==> config.mk <==
export PLATFORM = sky130hd
export DESIGN_NAME = butterfly_engine
export DESIGN_NICKNAME = d
export VERILOG_FILES = /design/src/rtl/butterfly_engine.sv
export SDC_FILE = /design/constraint.sdc
export NUM_CORES = 1
export LEC_CHECK = 0
export ABC_AREA = 0
export BUFFER_PORTS_ARGS = -buffer_cell sky130_fd_sc_hd__buf_2
export CAP_MARGIN = 5
export CORE_ASPECT_RATIO = 0.75
export CORE_UTILIZATION = 45
export DETAILED_ROUTE_END_ITERATION = 7
export MAX_ROUTING_LAYER = met4
export PLACE_DENSITY_LB_ADDON = 0.2
export SETUP_SLACK_MARGIN = 0.2
export SYNTH_ARGS = -nofsm -noshare
export SYNTH_HDL_FRONTEND = slang
export SYNTH_SLANG_ARGS = --single-unit
==> constraint.sdc <==
create_clock -name clk -period 13.3 [get_ports clk]
set_input_delay 1.995 -clock clk [delete_from_list [all_inputs] [get_ports clk]]
set_output_delay 1.995 -clock clk [all_outputs]
set_load 0.1 [all_outputs]
==> src/rtl/butterfly_engine.sv <==
// Radix-2 complex butterfly: y = a + b*w', z = a - b*w', with the four real products
// computed one at a time on a shared external multiplier via a req/ack handshake.
module butterfly_engine #(
  parameter int DW   = 8,
  parameter int FRAC = 6,
  parameter int SAT  = 1
) (
  input  logic            clk,
  input  logic            rst,
  input  logic            start,
  input  logic            abort,
  input  logic            inv,
  input  logic            scale_en,
  input  logic [DW-1:0]   a_re,
  input  logic [DW-1:0]   a_im,
  input  logic [DW-1:0]   b_re,
  input  logic [DW-1:0]   b_im,
  input  logic [DW-1:0]   w_re,
  input  logic [DW-1:0]   w_im,
  output logic            mul_req,
  output logic [DW-1:0]   mul_a,
  output logic [DW-1:0]   mul_b,
  input  logic            mul_ack,
  input  logic [2*DW-1:0] mul_p,
  output logic            busy,
  output logic            done,
  output logic [DW-1:0]   y_re,
  output logic [DW-1:0]   y_im,
  output logic [DW-1:0]   z_re,
  output logic [DW-1:0]   z_im,
  output logic            ovf
);

  // Working width: holds the full product plus rounding and every add with headroom.
  localparam int WW = 2 * DW + 2;
  localparam int unsigned RndSh = (FRAC > 0) ? FRAC - 1 : 0;
  localparam logic [WW-1:0] Rnd = (FRAC > 0) ? (WW'(1) << RndSh) : '0;
  localparam logic [DW-1:0] MinV = {1'b1, {(DW-1){1'b0}}};
  localparam logic [DW-1:0] MaxV = {1'b0, {(DW-1){1'b1}}};

  typedef enum logic [2:0] {StIdle, StMul, StSum, StOut, StDone} state_e;

  state_e          state_q, state_d;
  logic [1:0]      k_q;
  logic            scale_q;
  logic [DW-1:0]   a_re_q, a_im_q, b_re_q, b_im_q, w_re_q, w_im_q;
  logic [DW-1:0]   p_q [4];
  logic [DW:0]     t_re_q, t_im_q;
  logic [DW-1:0]   y_re_q, y_im_q, z_re_q, z_im_q;
  logic            ovf_q;

  logic [DW-1:0]   w_im_lat;
  logic [WW-1:0]   prod_ext;
  logic signed [WW-1:0] prod_sum;
  logic [DW:0]     prod_n;
  logic [WW-1:0]   s_y_re, s_y_im, s_z_re, s_z_im;
  logic [DW:0]     n_y_re, n_y_im, n_z_re, n_z_im;

  function automatic logic [WW-1:0] sext_dw(input logic [DW-1:0] v);
    return {{(WW-DW){v[DW-1]}}, v};
  endfunction

  function automatic logic [WW-1:0] sext_t(input logic [DW:0] v);
    return {{(WW-DW-1){v[DW]}}, v};
  endfunction

  // Returns {overflowed, narrowed value}; saturates or wraps depending on SAT.
  function automatic logic [DW:0] narrow(input logic [WW-1:0] v);
    logic          fits;
    logic [DW-1:0] r;
    fits = (&v[WW-1:DW-1]) | ~(|v[WW-1:DW-1]);
    r    = v[DW-1:0];
    if (!fits && SAT != 0) begin
      r = v[WW-1] ? MinV : MaxV;
    end
    return {~fits, r};
  endfunction

  // Rounded halving: (v + 1) >>> 1.
  function automatic logic [WW-1:0] halve(input logic [WW-1:0] v, input logic en);
    logic signed [WW-1:0] s;
    s = $signed(v + WW'(1));
    return en ? WW'(s >>> 1) : v;
  endfunction

  // Conjugation negates w_im; the most negative value saturates instead of wrapping.
  always_comb begin
    w_im_lat = w_im;
    if (inv) begin
      w_im_lat = (w_im == MinV) ? MaxV : DW'(-w_im);
    end
  end

  always_comb begin
    prod_ext = {{2{mul_p[2*DW-1]}}, mul_p};
    prod_sum = $signed(prod_ext + Rnd);
    prod_n   = narrow(WW'(prod_sum >>> FRAC));
  end

  always_comb begin
    s_y_re = halve(sext_dw(a_re_q) + sext_t(t_re_q), scale_q);
    s_y_im = halve(sext_dw(a_im_q) + sext_t(t_im_q), scale_q);
    s_z_re = halve(sext_dw(a_re_q) - sext_t(t_re_q), scale_q);
    s_z_im = halve(sext_dw(a_im_q) - sext_t(t_im_q), scale_q);
    n_y_re = narrow(s_y_re);
    n_y_im = narrow(s_y_im);
    n_z_re = narrow(s_z_re);
    n_z_im = narrow(s_z_im);
  end

  always_comb begin
    mul_a = '0;
    mul_b = '0;
    if (state_q == StMul) begin
      unique case (k_q)
        2'd0: begin mul_a = w_re_q; mul_b = b_re_q; end
        2'd1: begin mul_a = w_im_q; mul_b = b_im_q; end
        2'd2: begin mul_a = w_im_q; mul_b = b_re_q; end
        2'd3: begin mul_a = w_re_q; mul_b = b_im_q; end
      endcase
    end
  end

  always_comb begin
    state_d = state_q;
    case (state_q)
      StIdle: if (start) state_d = StMul;
      StMul:  if (mul_ack && k_q == 2'd3) state_d = StSum;
      StSum:  state_d = StOut;
      StOut:  state_d = StDone;
      StDone: state_d = StIdle;
      default: state_d = StIdle;
    endcase
    if (abort && state_q != StIdle) begin
      state_d = StIdle;
    end
  end

  always_ff @(posedge clk or posedge rst) begin
    if (rst) begin
      state_q <= StIdle;
      k_q     <= '0;
      scale_q <= 1'b0;
      a_re_q  <= '0;
      a_im_q  <= '0;
      b_re_q  <= '0;
      b_im_q  <= '0;
      w_re_q  <= '0;
      w_im_q  <= '0;
      for (int i = 0; i < 4; i++) begin
        p_q[i] <= '0;
      end
      t_re_q  <= '0;
      t_im_q  <= '0;
      y_re_q  <= '0;
      y_im_q  <= '0;
      z_re_q  <= '0;
      z_im_q  <= '0;
      ovf_q   <= 1'b0;
    end else begin
      state_q <= state_d;
      if (state_q == StIdle && start) begin
        a_re_q  <= a_re;
        a_im_q  <= a_im;
        b_re_q  <= b_re;
        b_im_q  <= b_im;
        w_re_q  <= w_re;
        w_im_q  <= w_im_lat;
        scale_q <= scale_en;
        k_q     <= '0;
        ovf_q   <= 1'b0;
      end
      // Abort freezes all datapath state, so outputs and ovf keep their last values.
      if (!abort) begin
        case (state_q)
          StMul: begin
            if (mul_ack) begin
              p_q[k_q] <= prod_n[DW-1:0];
              ovf_q    <= ovf_q | prod_n[DW];
              k_q      <= k_q + 2'd1;
            end
          end
          StSum: begin
            t_re_q <= {p_q[0][DW-1], p_q[0]} - {p_q[1][DW-1], p_q[1]};
            t_im_q <= {p_q[2][DW-1], p_q[2]} + {p_q[3][DW-1], p_q[3]};
          end
          StOut: begin
            y_re_q <= n_y_re[DW-1:0];
            y_im_q <= n_y_im[DW-1:0];
            z_re_q <= n_z_re[DW-1:0];
            z_im_q <= n_z_im[DW-1:0];
            ovf_q  <= ovf_q | n_y_re[DW] | n_y_im[DW] | n_z_re[DW] | n_z_im[DW];
          end
          default: ;
        endcase
      end
    end
  end

  assign mul_req = (state_q == StMul);
  assign busy    = (state_q != StIdle);
  assign done    = (state_q == StDone);
  assign y_re    = y_re_q;
  assign y_im    = y_im_q;
  assign z_re    = z_re_q;
  assign z_im    = z_im_q;
  assign ovf     = ovf_q;

endmodule

==> results of run 1 <==
[cell usage after synthesis (4+ instances only)]
cell      number  area, um^2
nor2_1        73         274
and2_1        12        75.1
mux2i_1       21         210
o22ai_1        4        25.0
nor3_1        13        65.1
fa_1           6         120
buf_2          5        25.0
clkbuf_1      41         154
o31a_1         6        52.6
a21oi_1       53         265
dfrtp_1      137        3430
a211o_1        4        35.0
o211ai_1       6        45.0
nand4_1        7        43.8
or3_1         10        62.6
inv_1         55         206
and3_1         8        50.1
o21bai_1       7        52.6
ha_1          62         776
nand2_1      243         912
nand3_1       18        90.1
nor3b_1        7        52.6
a211oi_1       8        60.1
o21a_1         7        52.6
a31oi_1       25         156
xor2_1        18         158
nand2b_1      13        81.3
nor4b_1        4        35.0
xnor2_1       29         254
o31ai_1        8        60.1
nor2b_1       18         113
o21ai_0      118         591
or2_2         10        62.6
a21o_1        13        97.6
[per-stage QoR]
step	power [W]	hold slack, ns	area (um^2)
6_report	0.00245	0.472	10800
5_1_grt	0.00264	0.489	10800
4_1_cts	0.00245	0.479	10800
3_5_place_dp	0.00195	0.461	10200
3_3_place_gp	0.00194	0.455	10200
2_1_floorplan	0.00169	0.439	9370
[logic make-up (layout without fill, tap and decap cells)]
| family | count (synthesis) | in the layout | share of synthesized area |
|---|---|---|---|
| buf+inv | 106 | 211 | 0.0447 |
| fa+ha+maj | 68 | 68 | 0.0956 |
| compound gates | 301 | 301 | 0.200 |
| simple gates | 457 | 457 | 0.225 |
| xor+xnor | 47 | 47 | 0.0439 |
| mux | 23 | 23 | 0.0248 |
| flops | 137 | 137 | 0.366 |
[layer usage]
metal / wire length, um / up-vias / part of all wire / track usage
met4: 183 / 0 / 0.0084 / 0.0471
met3: 789 / 11 / 0.036 / 0.0347
met1: 11700 / 3682 / 0.54 / 0.323
li1: - / 4134 / - / -
met2: 9110 / 179 / 0.42 / 0.311
met5: 0 / - / 0 / -
[layout make-up]
cell class              count  area share
multi-input cells         896       0.513
well taps                 282      0.0327
repair buffers            124      0.0592
flip-flops and latches    137       0.318
clock inverters            15      0.0180
inverters                  55      0.0196
clock buffers              17      0.0395
[cells in the final DEF, fill, tap and decap left out, types with 4 or more instances in the layout]
master     count
inv_8          5
clkbuf_16     17
buf_4          7
nor3b_1        7
buf_2        117
or3_1         10
o31ai_1        8
o31a_1         6
and2_1        12
o21ai_0      118
nor4b_1        4
nand4_1        7
nand2b_1      13
o22ai_1        4
nand2_1      243
xor2_1        18
ha_1          62
or2_2         10
a21oi_1       53
nor2_1        73
a31oi_1       25
clkinv_8       4
a211oi_1       8
o21a_1         7
mux2i_1       21
a211o_1        4
inv_1         54
o211ai_1       6
nor2b_1       18
nand3_1       18
nor3_1        12
a21o_1        13
inv_6          4
dfrtp_1      137
fa_1           6
and3_1         8
o21bai_1       7
xnor2_1       29
[how the worst min path moves through the flow]
stage	slack (ns)	depth (start not counted)	startpoint	to
global placement	0.46	2	y_re[6]$_DFFE_PP0P_	y_re[6]$_DFFE_PP0P_
global route	0.49	2	y_re[0]$_DFFE_PP0P_	y_re[0]$_DFFE_PP0P_
detailed placement	0.46	2	b_re_q[6]$_DFFE_PP0P_	b_re_q[6]$_DFFE_PP0P_
finish	0.47	2	z_im[7]$_DFFE_PP0P_	z_im[7]$_DFFE_PP0P_
CTS	0.48	2	y_re[5]$_DFFE_PP0P_	y_re[5]$_DFFE_PP0P_
floorplan	0.44	2	b_im_q[7]$_DFFE_PP0P_	b_im_q[7]$_DFFE_PP0P_
[worst max-delay path: stages, from the launching register on]
cell	delay [ns]
dfrtp_1	0.70
inv_1	0.14
ha_1	0.67
mux2i_1	0.14
nor2_1	0.12
buf_2	0.44
[power groups by stage]
stage | sequential (W) | combinational, W | clock (W)
after detailed placement | 0.000618 | 0.00133 | 0
after global placement | 0.000615 | 0.00132 | 0
after CTS | 0.000612 | 0.00134 | 0.000499
after floorplan | 0.000776 | 0.000914 | 0
final | 0.000611 | 0.00135 | 0.000491
after global routing | 0.000628 | 0.00149 | 0.000519
==> impl_metrics.py, run 1 <==
metrics = {
    "logic_synthesis": {
        "ys_types": 75,
        "synth_cells": 1139,
        "synth_seq_cells": 137,
        "ys_seq_area_frac": 0.366,
        "synth_edf_count": 0,
        "syn_area_um2": 9370,
        "syn_area_per_cell_um2": 8.23,
        "yosysWarnings": 0,
        "synth_nets": 1278,
        "async_flop_share": 1.00,
        "synth_ff_type": "dfrtp_1",
    },
    "die": {
        "die_width_um": 169,
        "core_area_um2": 20300,
        "start_util": 0.461,
        "row_count": 45,
        "boundaryPins": 123,
        "die_h_um": 127,
        "die_area_um2": 21400,
    },
    "cts": {
        "cts_root_buf": "clkbuf_16",
        "post_cts_buffers": 0,
        "post_cts_resized": 0,
        "cts_inserted_buffers": 17,
        "cts_hold_buf": 0,
        "htreeDepth": 4,
        "cts.sinks": 137,
        "cts_tree": "built",
        "cts_max_path_buffers": 2,
        "cts.clk_slew.worst_paths_ns": 0.07,
        "clock_latency_ns": 0.43,
    },
    "run_status": {
        "status": "finished, final reports clean",
    },
    "timing": {
        "layout_setup_ws_ns": 8.66,
        "slew_headroom": 0.446,
        "tns_ns": 0,
        "max_slew.worst_pin.slew_ns": 0.827,
        "post-route-period-util": 0.349,
        "skew_ns": 0.0125,
        "fmax_mhz": 215,
        "layout_min_cycle_time_ns": 4.64,
        "hold_violations": 0,
        "setup_viol": 0,
        "rsz0062_at_grt": "false",
        "drv_slew": 0,
    },
    "layout": {
        "n_fill_cell": 1950,
        "final_nets": 1370,
        "regArea_um2": 3430,
        "drive_above_1_share": 0.147,
        "fin_util": 0.530,
        "antenna_cells": 0,
        "areaGrowthSynthToFinish_pct": 15.0,
        "multi_input_area_um2": 5530,
        "reg_top3": "p_q: 32 flops, t_im_q: 9 flops, t_re_q: 9 flops",
        "largest_reg_flops": 32,
        "regMostFlops": "p_q",
        "final_cells": 1526,
    },
    "placed_design": {
        "dp_hpwl_um": 16100,
        "gp_congestion": 0.894,
        "place_ws_ns": 8.62,
        "dp.cells": 1494,
        "portBuffers": 117,
    },
    "min_path": {
        "hp-class": "flip-flop to flip-flop",
    },
    "critical_path": {
        "reg2reg_depth": 11,
        "timing.critical_path.from": "k_q[0]$_DFF_PP0_",
        "r2r-end": "ovf$_DFF_PP0_",
        "cp.required_ns": 11.31,
        "regToRegStartpoint": "t_im_q[0]$_DFFE_PP0P_",
        "start_kind": "flip-flop",
        "worst_ep_arrival_time_ns": 2.65,
        "r2r_slack_ns": 9.51,
        "crit_end": "mul_a[4]",
        "critPathCaptureType": "primary output",
        "criticalPathCategory": "flip-flop to primary output",
        "worst-path-max-fanout": 12,
    },
    "pwr": {
        "p_int_w": 0.00124,
        "p_leak_nw": 5.22,
        "power.switching_w": 0.00120,
        "netSwitchingFraction": 0.492,
        "power_frac_comb": 0.550,
        "seqPwrFrac": 0.249,
        "power_frac_clock": 0.201,
        "peakVddDrop_mv": 0.0944,
        "power_density_nw_per_um2": 227,
    },
    "grt": {
        "first_global_vias": 7267,
        "gr-total-overflow": 0,
        "grt_max_degree": 82,
        "grt_antenna_before_repair": 0,
        "grt_pass1_wl_um": 36500,
        "grt_usage": 0.218,
    },
    "routing": {
        "drc": 0,
        "drt_first_iter_violations": 484,
        "avgViaCountPerCell": 5.25,
        "drtPass1Iterations": 5,
        "wl_um": 21800,
        "vias": 8006,
        "postRouteAntennaNets": 0,
        "routedWlPerCell_um": 14.3,
    },
    "run": {
        "max_cap_viol_count": 0,
    },
}
Note: power is estimated with default switching activity, not from simulation.
==> inputs of run 2 (changes only) <==
- ABC_AREA: 0 -> 1
- clock period: 13.3 -> 4.4 ns (I/O delays scaled with it)
==> impl_metrics.py, run 2 <==
metrics = {
    "run_status": {
        "status": "finished, final reports clean",
    },
    "layout": {
        "regMostFlops": "p_q",
        "reg_top3": "p_q: 32 flops, t_im_q: 9 flops, t_re_q: 9 flops",
        "final_common_cell": "nand2_1",
        "antenna_cells": 0,
        "drive_above_1_share": 0.136,
        "areaGrowthSynthToFinish_pct": 15.4,
        "final_nets": 1630,
        "final_cells": 1792,
        "mostFrequentLayoutCells": "nand2_1, inv_1, nor2_1, dfrtp_1, buf_2",
        "n_fill_cell": 2142,
        "largest_reg_flops": 32,
        "regArea_um2": 3430,
        "multi_input_area_um2": 5500,
    },
    "grt": {
        "first_global_vias": 8097,
        "grt_max_degree": 104,
        "grt_antenna_before_repair": 0,
        "gr-total-overflow": 0,
        "grt_pass1_wl_um": 40300,
        "grt_usage": 0.237,
    },
    "timing": {
        "skew_ns": 0.0148,
        "max_slew.worst_pin.slew_ns": 0.851,
        "layout_setup_ws_ns": 0.843,
        "drv_slew": 0,
        "slew_headroom": 0.429,
        "fmax_mhz": 281,
        "post-route-period-util": 0.808,
        "hold_violations": 0,
        "rsz0062_at_grt": "false",
        "layout_min_cycle_time_ns": 3.56,
        "setup_viol": 0,
    },
    "logic_synthesis": {
        "yosysWarnings": 0,
        "synth_fa_ha_area_frac": 0.0924,
        "ys_top_cells_by_count": "nand2_1, inv_1, nor2_1",
        "synth_nets": 1527,
        "synth_top_family_by_area": "simple AND/OR/NAND/NOR gates",
        "synth_seq_cells": 137,
        "async_flop_share": 1.00,
        "synth_compound_area_frac": 0.132,
        "yosysTopAreaCell": "dfrtp_1",
        "ys_types": 49,
        "synth_cells": 1388,
        "netlist.area_leader.share": 0.354,
        "synth_xor_area_frac": 0.0190,
        "synth_ff_type": "dfrtp_1",
        "synth_area_leaders": "dfrtp_1, nand2_1, ha_1, inv_1, nor2_1",
        "synth_edf_count": 0,
        "syn_area_per_cell_um2": 6.99,
        "ys_seq_area_frac": 0.354,
        "syn_area_um2": 9700,
        "synth-simple-area-share": 0.316,
        "yosysMostFrequentCell": "nand2_1",
        "synthMuxAreaShare": 0.00697,
    },
    "critical_path": {
        "critPathCaptureType": "primary output",
        "cp.depth": 6,
        "critPathBufInv": 3,
        "worst_path_max_delay_cell": "ha_1",
        "cp_common_cell": "clkinv_1",
        "worst_ep_arrival_time_ns": 2.90,
        "start_kind": "flip-flop",
        "r2r_slack_ns": 1.24,
        "cp.required_ns": 3.74,
        "path_cells": "clkinv_1 -> ha_1 -> clkinv_1 -> nand2_1 -> a21oi_1 -> buf_2",
        "reg2reg_depth": 16,
        "criticalPathCategory": "flip-flop to primary output",
        "worst-path-max-fanout": 12,
        "cpPeakStageDelay_ns": 0.61,
        "critPathTopFamily": "buffers and inverters",
    },
    "min_path": {
        "hp-class": "input port to async pin",
    },
    "routing": {
        "routedWlPerCell_um": 13.5,
        "avgViaCountPerCell": 5.02,
        "drt_first_iter_violations": 672,
        "postRouteAntennaNets": 0,
        "drc": 0,
        "vias": 9001,
        "drtPass1Iterations": 7,
        "wl_um": 24100,
    },
    "placed_design": {
        "dp_hpwl_um": 18100,
        "place_ws_ns": 1.27,
        "dp.cells": 1760,
        "gp_congestion": 0.897,
        "portBuffers": 117,
    },
    "cts": {
        "cts_max_path_buffers": 2,
        "post_cts_resized": 0,
        "cts.sinks": 137,
        "cts_tree": "built",
        "post_cts_buffers": 0,
        "cts_root_buf": "clkbuf_16",
        "htreeDepth": 4,
        "cts_hold_buf": 0,
        "cts_inserted_buffers": 17,
        "clock_latency_ns": 0.44,
        "cts.clk_slew.worst_paths_ns": 0.07,
    },
    "die": {
        "die_width_um": 172,
        "row_count": 46,
        "boundaryPins": 123,
        "die_h_um": 129,
        "core_area_um2": 21100,
        "start_util": 0.459,
        "die_area_um2": 22100,
    },
    "run": {
        "max_cap_viol_count": 0,
    },
}
## run 2: cell types whose count changed after synthesis, moves of 13 or more
cell      previous run  this run
nand2b_1            13         0
nor2b_1             18         0
a31oi_1             25         3
o21ai_1              2        15
xnor2_1             29         4
mux2i_1             21         0
nand2_1            243       470
o21ai_0            118        69
inv_1               55       146
nor2_1              73       141
nand3_1             18        81
a21oi_1             53        73
## run 2: path summary, 6_finish.rpt
check | startpoint | to
max | k_q[0]$_DFF_PP0_ | mul_a[5]
min | rst | a_re_q[1]$_DFFE_PP0P_
max reg2reg | t_re_q[0]$_DFFE_PP0P_ | ovf$_DFF_PP0_
min reg2reg | b_im_q[5]$_DFFE_PP0P_ | b_im_q[5]$_DFFE_PP0P_
max in group asynchronous | rst | a_im_q[1]$_DFFE_PP0P_
min in group clk | b_im[0] | b_im_q[0]$_DFFE_PP0P_
## run 2: per-stage QoR
stage / hold WS, ns / TNS [ns] / instance area [um^2] / util
2_1_floorplan: 0.443 / -5.02 / 9700 / -
3_3_place_gp: 0.462 / 0 / 10600 / 0.500
3_5_place_dp: 0.466 / 0 / 10600 / 0.500
4_1_cts: 0.374 / 0 / 11200 / 0.530
5_1_grt: 0.403 / 0 / 11200 / 0.530
6_report: 0.355 / 0 / 11200 / 0.530
## run 2: logic make-up after synthesis
group	after synthesis
and+or+nand+nor	741
AOI/OAI and AO/OA	212
buffers and inverters	204
DFF	137
adders and majority gates	68
xor gates and xnor gates	21
muxes	5
## run 2: worst register-to-register path, delay by kind of cell (launching register included)
| kind | cells | cell delay (ns) |
|---|---|---|
| simple gates | 9 | 1.11 |
| flops | 1 | 0.42 |
| buf+inv | 3 | 0.17 |
| compound gates | 1 | 0.34 |
| fa+ha+maj | 3 | 1.00 |
## run 2: per-layer routing
metal,vias to the layer above,share of wire,GRT usage,wire (um)
li1,4678,-,-,-
met1,4094,0.53,0.342,12700
met2,208,0.42,0.343,10100
met3,21,0.041,0.0382,992
met4,0,0.013,0.0557,309
met5,-,0,-,0
## run 2: area by class of cell
class	instances	share of cell area
timing repair buffer	126	0.0595
clock inverter	15	0.0182
clock buffer	17	0.0380
sequential	137	0.306
multi-input combinational	1047	0.491
tap	288	0.0322
inverter	162	0.0547
Power of run 2 is not shown: default switching activity piles up to over one toggle a cycle in this logic, so the estimate is an artifact.
==> inputs of run 3 (changes only) <==
- ABC_AREA: 1 -> 0
- clock period: 4.4 -> 3.2 ns (I/O delays scaled with it)
==> impl_metrics.py, run 3 (synthesis gave the netlist of run 1 again) <==
metrics = {
    "critical_path": {
        "critPathBufInv": 0,
        "start_kind": "flip-flop",
        "path_cells": "ha_2 -> fa_2 -> nand2b_4 -> a21oi_2 -> or3_4 -> a221o_1 -> or4_4 -> o31a_1 -> o311ai_4 -> nand4_1 -> o41a_1",
        "reg2reg_depth": 11,
        "criticalPathCategory": "flip-flop to flip-flop",
        "r2r_slack_ns": 0.06,
        "critPathCaptureType": "flip-flop",
        "critPathTopFamily": "simple AND/OR/NAND/NOR gates",
        "regToRegStartpoint": "t_re_q[0]$_DFFE_PP0P_",
        "worst_ep_arrival_time_ns": 3.46,
        "worst_path_max_delay_cell": "or4_4",
        "r2r-end": "ovf$_DFF_PP0_",
        "worst-path-max-fanout": 5,
        "cp.required_ns": 3.51,
        "cpPeakStageDelay_ns": 0.43,
    },
    "die": {
        "boundaryPins": 123,
        "row_count": 45,
        "die_width_um": 169,
        "die_h_um": 127,
        "start_util": 0.461,
        "die_area_um2": 21400,
        "core_area_um2": 20300,
    },
    "grt": {
        "grt_pass1_wl_um": 38200,
        "grt_usage": 0.230,
        "grt_antenna_before_repair": 0,
        "grt_max_degree": 138,
        "first_global_vias": 7590,
        "gr-total-overflow": 0,
    },
    "pwr": {
        "peakVddDrop_mv": 0.438,
        "p_leak_nw": 5.67,
        "power_density_nw_per_um2": 965,
        "p_total_w": 0.0115,
    },
    "routing": {
        "drt_first_iter_violations": 565,
        "drtPass1Iterations": 5,
        "routedWlPerCell_um": 14.6,
        "drc": 0,
        "vias": 8456,
        "wl_um": 23500,
        "avgViaCountPerCell": 5.27,
        "postRouteAntennaNets": 0,
    },
    "cts": {
        "cts_tree": "built",
        "htreeDepth": 4,
        "cts_hold_buf": 0,
        "cts_max_path_buffers": 2,
        "cts_root_buf": "clkbuf_16",
        "cts.clk_slew.worst_paths_ns": 0.07,
        "clock_latency_ns": 0.44,
        "cts_inserted_buffers": 17,
        "cts.sinks": 137,
    },
    "layout": {
        "reg_top3": "p_q: 32 flops, t_im_q: 9 flops, t_re_q: 9 flops",
        "multi_input_area_um2": 5990,
        "final_nets": 1449,
        "areaGrowthSynthToFinish_pct": 26.7,
        "regArea_um2": 3430,
        "largest_reg_flops": 32,
        "regMostFlops": "p_q",
        "final_common_cell": "nand2_1",
        "drive_above_1_share": 0.262,
        "n_fill_cell": 1838,
        "final_cells": 1606,
        "mostFrequentLayoutCells": "nand2_1, dfrtp_1, buf_2, o21ai_0, buf_4",
    },
    "timing": {
        "rsz0062_at_grt": "true",
        "hold_violations": 0,
        "slew_headroom": 0.356,
        "fmax_mhz": 318,
        "layout_min_cycle_time_ns": 3.14,
        "drv_slew": 0,
        "skew_ns": 0.0120,
        "post-route-period-util": 0.982,
        "tns_ns": 0,
        "max_slew.worst_pin.slew_ns": 0.965,
        "setup_viol": 0,
        "layout_setup_ws_ns": 0.0570,
    },
    "run_status": {
        "status": "finished, final reports clean",
    },
    "run": {
        "max_cap_viol_count": 0,
    },
    "placed_design": {
        "dp.cells": 1547,
        "gp_congestion": 0.868,
        "place_ws_ns": -0.131,
        "portBuffers": 117,
        "dp_hpwl_um": 17000,
    },
    "min_path": {
        "hp-class": "input port to async pin",
    },
}
-- run 3: how the worst max path moves through the flow --
| stage | endpoint | from | cells after the start |
|---|---|---|---|
| after floorplan | mul_b[0] | state_q[0]$_DFFE_PP0P_ | 5 |
| after global placement | ovf$_DFF_PP0_ | a_im_q[0]$_DFFE_PP0P_ | 11 |
| after detailed placement | ovf$_DFF_PP0_ | a_im_q[0]$_DFFE_PP0P_ | 11 |
| after CTS | ovf$_DFF_PP0_ | t_re_q[0]$_DFFE_PP0P_ | 11 |
| after global routing | ovf$_DFF_PP0_ | t_re_q[0]$_DFFE_PP0P_ | 11 |
| final | ovf$_DFF_PP0_ | t_re_q[0]$_DFFE_PP0P_ | 11 |
-- run 3: what timing repair did --
item	4_1_cts	5_1_grt
resized for setup	33	66
cloned	0	0
setup endpoints to repair	29	30
buffers inserted	15	11
pin swaps	24	20
-- run 3: routing by layer --
metal / global-route usage / wire (um)
met1: 0.328 / 12000
met2: 0.337 / 10200
met3: 0.0359 / 911
met4: 0.0642 / 362
met5: - / 0
-- run 3: per-stage QoR --
step | instance area [um^2] | util | hold slack (ns)
finish | 11900 | 0.584 | 0.198
global route | 11900 | 0.584 | 0.230
CTS | 11500 | 0.566 | 0.209
detailed placement | 10600 | 0.523 | 0.464
global placement | 10600 | 0.523 | 0.456
floorplan | 9430 | - | 0.439
-- run 3: where the power goes --
part	internal [W]	switching [W]	leakage, nW
combinational	0.00257	0.00428	3.64
clock	0.00113	0.000944	0.299
sequential	0.00221	0.000324	1.73
total	0.00591	0.00554	5.67
-- run 3: worst min-delay path, cell delays in order --
cell and delay, ns:
buf_2 0.11, clkinvlp_4 0.07, buf_12 0.45
-- run 3: cell type report --
| class | count | area share |
|---|---|---|
| inverter | 55 | 0.0179 |
| sequential | 137 | 0.289 |
| timing repair buffer | 203 | 0.106 |
| multi-input combinational | 896 | 0.504 |
| antenna | 1 | 0.000211 |
| clock buffer | 17 | 0.0358 |
| tap | 282 | 0.0297 |
| clock inverter | 15 | 0.0171 |
